`src/rtl/mem_arbiter.sv`:
```
// mem_arbiter: shares one single-port memory between instruction fetch and data access.
// Build option ARB_ROUND_ROBIN_EN: round-robin on simultaneous requests; otherwise data has fixed priority.
module mem_arbiter #(
    parameter int ADDR_W = 32,
    parameter int DATA_W = 32
) (
    input  logic              clk,
    input  logic              reset,
    input  logic              if_req,
    input  logic [ADDR_W-1:0] if_addr,
    output logic              if_valid,
    output logic [DATA_W-1:0] if_rdata,
    input  logic              d_req,
    input  logic              d_we,
    input  logic [ADDR_W-1:0] d_addr,
    input  logic [DATA_W-1:0] d_wdata,
    output logic              d_valid,
    output logic [DATA_W-1:0] d_rdata,
    output logic              mem_req,
    output logic              mem_we,
    output logic [ADDR_W-1:0] mem_addr,
    output logic [DATA_W-1:0] mem_wdata,
    input  logic              mem_ready,
    input  logic [DATA_W-1:0] mem_rdata
);

    typedef enum logic [1:0] {
        IDLE,
        BUSY_IF,
        BUSY_D
    } state_t;

    state_t state;
    state_t state_nxt;
    logic   grant_if;
    logic   grant_d;

`ifdef ARB_ROUND_ROBIN_EN
    // Set when the data port won the most recent grant.
    logic last_d;

    always_ff @(posedge clk) begin
        if (reset) begin
            last_d <= 1'b0;
        end else if (grant_d) begin
            last_d <= 1'b1;
        end else if (grant_if) begin
            last_d <= 1'b0;
        end
    end

    always_comb begin
        grant_if = 1'b0;
        grant_d  = 1'b0;
        if (state == IDLE) begin
            if (if_req && d_req) begin
                grant_d  = !last_d;
                grant_if = last_d;
            end else begin
                grant_d  = d_req;
                grant_if = if_req;
            end
        end
    end
`else
    always_comb begin
        grant_d  = (state == IDLE) && d_req;
        grant_if = (state == IDLE) && if_req && !d_req;
    end
`endif

    always_ff @(posedge clk) begin
        if (reset) begin
            state <= IDLE;
        end else begin
            state <= state_nxt;
        end
    end

    always_comb begin
        state_nxt = state;
        case (state)
            IDLE: begin
                if (grant_d) begin
                    state_nxt = BUSY_D;
                end else if (grant_if) begin
                    state_nxt = BUSY_IF;
                end
            end
            BUSY_IF, BUSY_D: begin
                if (mem_ready) begin
                    state_nxt = IDLE;
                end
            end
            default: state_nxt = IDLE;
        endcase
    end

    always_comb begin
        mem_req = (state != IDLE);
    end

    // Access attributes are captured only at grant, so requester changes while busy are ignored.
    always_ff @(posedge clk) begin
        if (reset) begin
            mem_addr  <= '0;
            mem_we    <= 1'b0;
            mem_wdata <= '0;
            if_valid  <= 1'b0;
            d_valid   <= 1'b0;
            if_rdata  <= '0;
            d_rdata   <= '0;
        end else begin
            if_valid <= (state == BUSY_IF) && mem_ready;
            d_valid  <= (state == BUSY_D) && mem_ready;
            if ((state == BUSY_IF) && mem_ready) begin
                if_rdata <= mem_rdata;
            end
            if ((state == BUSY_D) && mem_ready && !mem_we) begin
                d_rdata <= mem_rdata;
            end
            if (grant_d) begin
                mem_addr  <= d_addr;
                mem_we    <= d_we;
                mem_wdata <= d_wdata;
            end else if (grant_if) begin
                mem_addr <= if_addr;
                mem_we   <= 1'b0;
            end
        end
    end

endmodule
```
`config.mk`:
```
export PLATFORM = sky130hd
export DESIGN_NAME = mem_arbiter
export DESIGN_NICKNAME = d
export VERILOG_FILES = /design/src/rtl/mem_arbiter.sv
export SDC_FILE = /design/constraint.sdc
export NUM_CORES = 1
export LEC_CHECK = 0
export BUFFER_PORTS_ARGS = -buffer_cell sky130_fd_sc_hd__clkbuf_2
export CAP_MARGIN = 15
export CORE_MARGIN = 5
export CORE_UTILIZATION = 48
export DETAILED_ROUTE_END_ITERATION = 12
export PLACE_DENSITY = 0.85
export RECOVER_POWER = 100
export SYNTH_ARGS = -nofsm -noshare
export SYNTH_HDL_FRONTEND = slang
export SYNTH_SLANG_ARGS = --single-unit
```
`constraint.sdc`:
```
create_clock -name clk -period 3.5 [get_ports clk]
set_clock_uncertainty 0.15 [all_clocks]
set_input_delay 0.175 -clock clk [delete_from_list [all_inputs] [get_ports clk]]
set_output_delay 0.175 -clock clk [all_outputs]
set_load 0.01 [all_outputs]
```
==> impl_metrics.json <==
{
  "status": "finished, violations left",
  "violations": "max-capacitance violations, max-slew violations",
  "synth_edf_count": 0,
  "combPwrFrac_pct": 35.6,
  "wl_um": 19690,
  "worstHoldStart": "reset",
  "rsz0062_at_grt": "false",
  "grt_pass1_wl_um": 31310,
  "grt_use_total_pct": 30.37,
  "grt_pass1_vias": 6371,
  "period_needed_ps": 3018,
  "placed_area_sq_mm": 0.006355,
  "antenna_found_initial": 0,
  "yosysMostFrequentCell": "nand2_1",
  "die_w_um": 112.3,
  "synthTopCellsByArea": "dfxtp_1 (53%), nand2_1 (20%), a21oi_1 (9.8%)",
  "use_met1_pct": 32.11,
  "max-vdd-ir-drop_mv": 0.5554,
  "worst_path_max_delay_cell": "nand2_2",
  "tightest_slew_ps": 1814,
  "dr.pass1.iters": 7,
  "yosysUniqueCellTypes": 23,
  "vias": 6088,
  "p_sw_share_pct": 37.94,
  "htreeDepth": 4,
  "p_per_area_mw_per_mm2": 721.4,
  "fmaxAchievable_ghz": 0.3313,
  "p_seq_share_pct": 34.9,
  "syn_nets": 770,
  "cp_cell_sequence": "inv_1 -> ha_1 -> nand2_2 -> nand2_1 -> a311oi_1 -> dlygate4sd3_1",
  "p_int_mw": 3.606,
  "cts_sinks": 133,
  "rr_worst_depth": 6,
  "slew_headroom_pct": -20.90,
  "finalCritPeriodShare_pct": 86.23,
  "final_area_sq_mm": 0.008054,
  "start_kind": "flop",
  "setup_viol": 0,
  "fill_cells": 722,
  "p_sw_mw": 2.204,
  "rows": 37,
  "ys_warn_count": 0,
  "avgSynthCellArea_sq_um": 7.951,
  "syn_area_sq_mm": 0.005025,
  "netlist.area_leader.share_pct": 52.99,
  "dp_hpwl_um": 10790,
  "synth_top_cell_by_area": "dfxtp_1",
  "dieHeight_um": 112.3,
  "cp_data_arrival_time_ps": 3320,
  "cts_root_buffer": "clkbuf_8",
  "gr-total-overflow": 0,
  "cts_buffers": 17,
  "pin_count": 266,
  "gp_congestion": 0.8430,
  "fp.coreArea_sq_mm": 0.01028,
  "regToRegStartpoint": "state[0]",
  "tns_ps": 0,
  "dieArea_sq_mm": 0.01261,
  "critPathKind": "flop to flop",
  "drive_gt1_share_pct": 17.77,
  "wl_per_cell_um": 16.98,
  "hp-class": "input pin to flop",
  "crit_path_start": "state[0]",
  "path_max_fanout": 52,
  "seq_area_frac_synth_pct": 52.99,
  "diodes": 0,
  "cp_data_required_time_ps": 3800,
  "worstSetupEndpointType": "flop",
  "synthTopCellsByCount": "nand2_1 (262), dfxtp_1 (133), a21oi_1 (98)",
  "drt_iter0_drc": 565,
  "num-nets-final": 1149,
  "via_per_inst": 5.248,
  "tritoncts": "done",
  "power.clock.fraction_pct": 29.5,
  "port_buffers": 265,
  "p_leak_nw": 3.337,
  "syn_to_final_growth_pct": 60.28,
  "cts.clk_slew.worst_paths_ps": 70,
  "detail-route-antenna-nets": 0,
  "grt-busiest-layer": "met2",
  "synth_ff_type": "dfxtp_1",
  "hold_violations": 0,
  "clk_latency_ps": 500,
  "cts_max_path_buffers": 2,
  "ys_ff_latch": 133,
  "hold-path-cell-count": 2,
  "cts.repair.resized": 0,
  "cp_slowest_stage_delay_ps": 760,
  "async_flop_share_pct": 0,
  "grt_start_max_net_pins": 77,
  "p_total_mw": 5.811,
  "met2_usage_pct": 53.44,
  "drc": 0,
  "slew_violations": 67,
  "cap_violations": 2,
  "start_util_pct": 48.89,
  "use_met3_pct": 9.326,
  "synthCells": 632
}
per-stage QoR:
stage	hold slack [ps]	setup slack (ps)	util [%]	instances
2_1_floorplan	161.0	1867	-	632
3_3_place_gp	248.4	1260	61.83	994
3_5_place_dp	253.8	1134	61.83	994
4_1_cts	80.14	582.5	80.45	1160
5_1_grt	115.1	290.5	78.37	1160
6_report	108.5	481.9	78.37	1160
cell families (layout without fill, tap and decap cells):
family / count (synthesis) / count (layout) / synth area share [%]
AO/OA/AOI/OAI: 133 / 133 / 17.01
buffers and inverters: 53 / 445 / 5.354
adder cells (fa/ha/maj): 4 / 4 / 0.9961
flip-flops: 133 / 133 / 52.99
AND/OR/NAND/NOR: 309 / 309 / 23.66
state kept, by name, indices dropped and copies added (netlist names):
signal / cells
if_valid: 1
mem_addr: 32
mem_we: 1
if_rdata: 32
d_valid: 1
state: 2
d_rdata: 32
mem_wdata: 32
power groups by stage:
stage	registers (mW)	clock network [mW]	logic, mW
3_5_place_dp	2.04	0	1.78
5_1_grt	2.06	1.81	2.26
6_report	2.03	1.71	2.07
3_3_place_gp	2.03	0	1.75
4_1_cts	2.01	1.73	2.07
2_1_floorplan	2.16	0	1.07
cell usage in the layout, fill, tap and decap left out, types with 5 or more instances in the layout:
cell,count
dfxtp_1,133
clkbuf_16,16
buf_4,9
nand2_1,261
clkbuf_1,135
a311oi_1,28
clkbuf_2,132
dlygate4sd3_1,134
a21oi_1,98
inv_6,5
nor2_1,34
cell type report:
class                      instances  area [sq um]  area share, %
sequential                       133          2663          33.06
timing repair buffer             410          2576          31.99
multi-input combinational        446          2062          25.60
clock buffer                      17         414.1          5.142
tap                              136         170.2          2.113
clock inverter                    15         157.7          1.957
inverter                           3         11.26         0.1398
final timing paths:
check	endpoint	slack, ps
worst min-delay path	d_valid	110
worst max register to register	mem_addr[9]	480
worst min register to register	if_rdata[1]	300
worst max-delay path	mem_addr[9]	480
critical path: cells and delay by family, from the launching register on:
| family | cells | cell delay (ps) |
|---|---|---|
| adders and majority gates | 1 | 300 |
| and+or+nand+nor | 2 | 1000 |
| buffers and inverters | 2 | 690 |
| AOI/OAI and AO/OA | 1 | 440 |
| DFF | 1 | 360 |
routing by layer:
metal | wire, um | vias up
met3 | 1687 | 96
met2 | 9756 | 358
met4 | 1116 | 0
met5 | 0 | -
li1 | - | 2833
met1 | 7133 | 2801
what timing repair did:
| action | in CTS | in global routing |
|---|---|---|
| endpoints found under the hold margin | 132 | 0 |
| hold buffers | 134 | 0 |
| setup buffers | 0 | 0 |
Note: power is estimated with default switching activity, not from simulation.
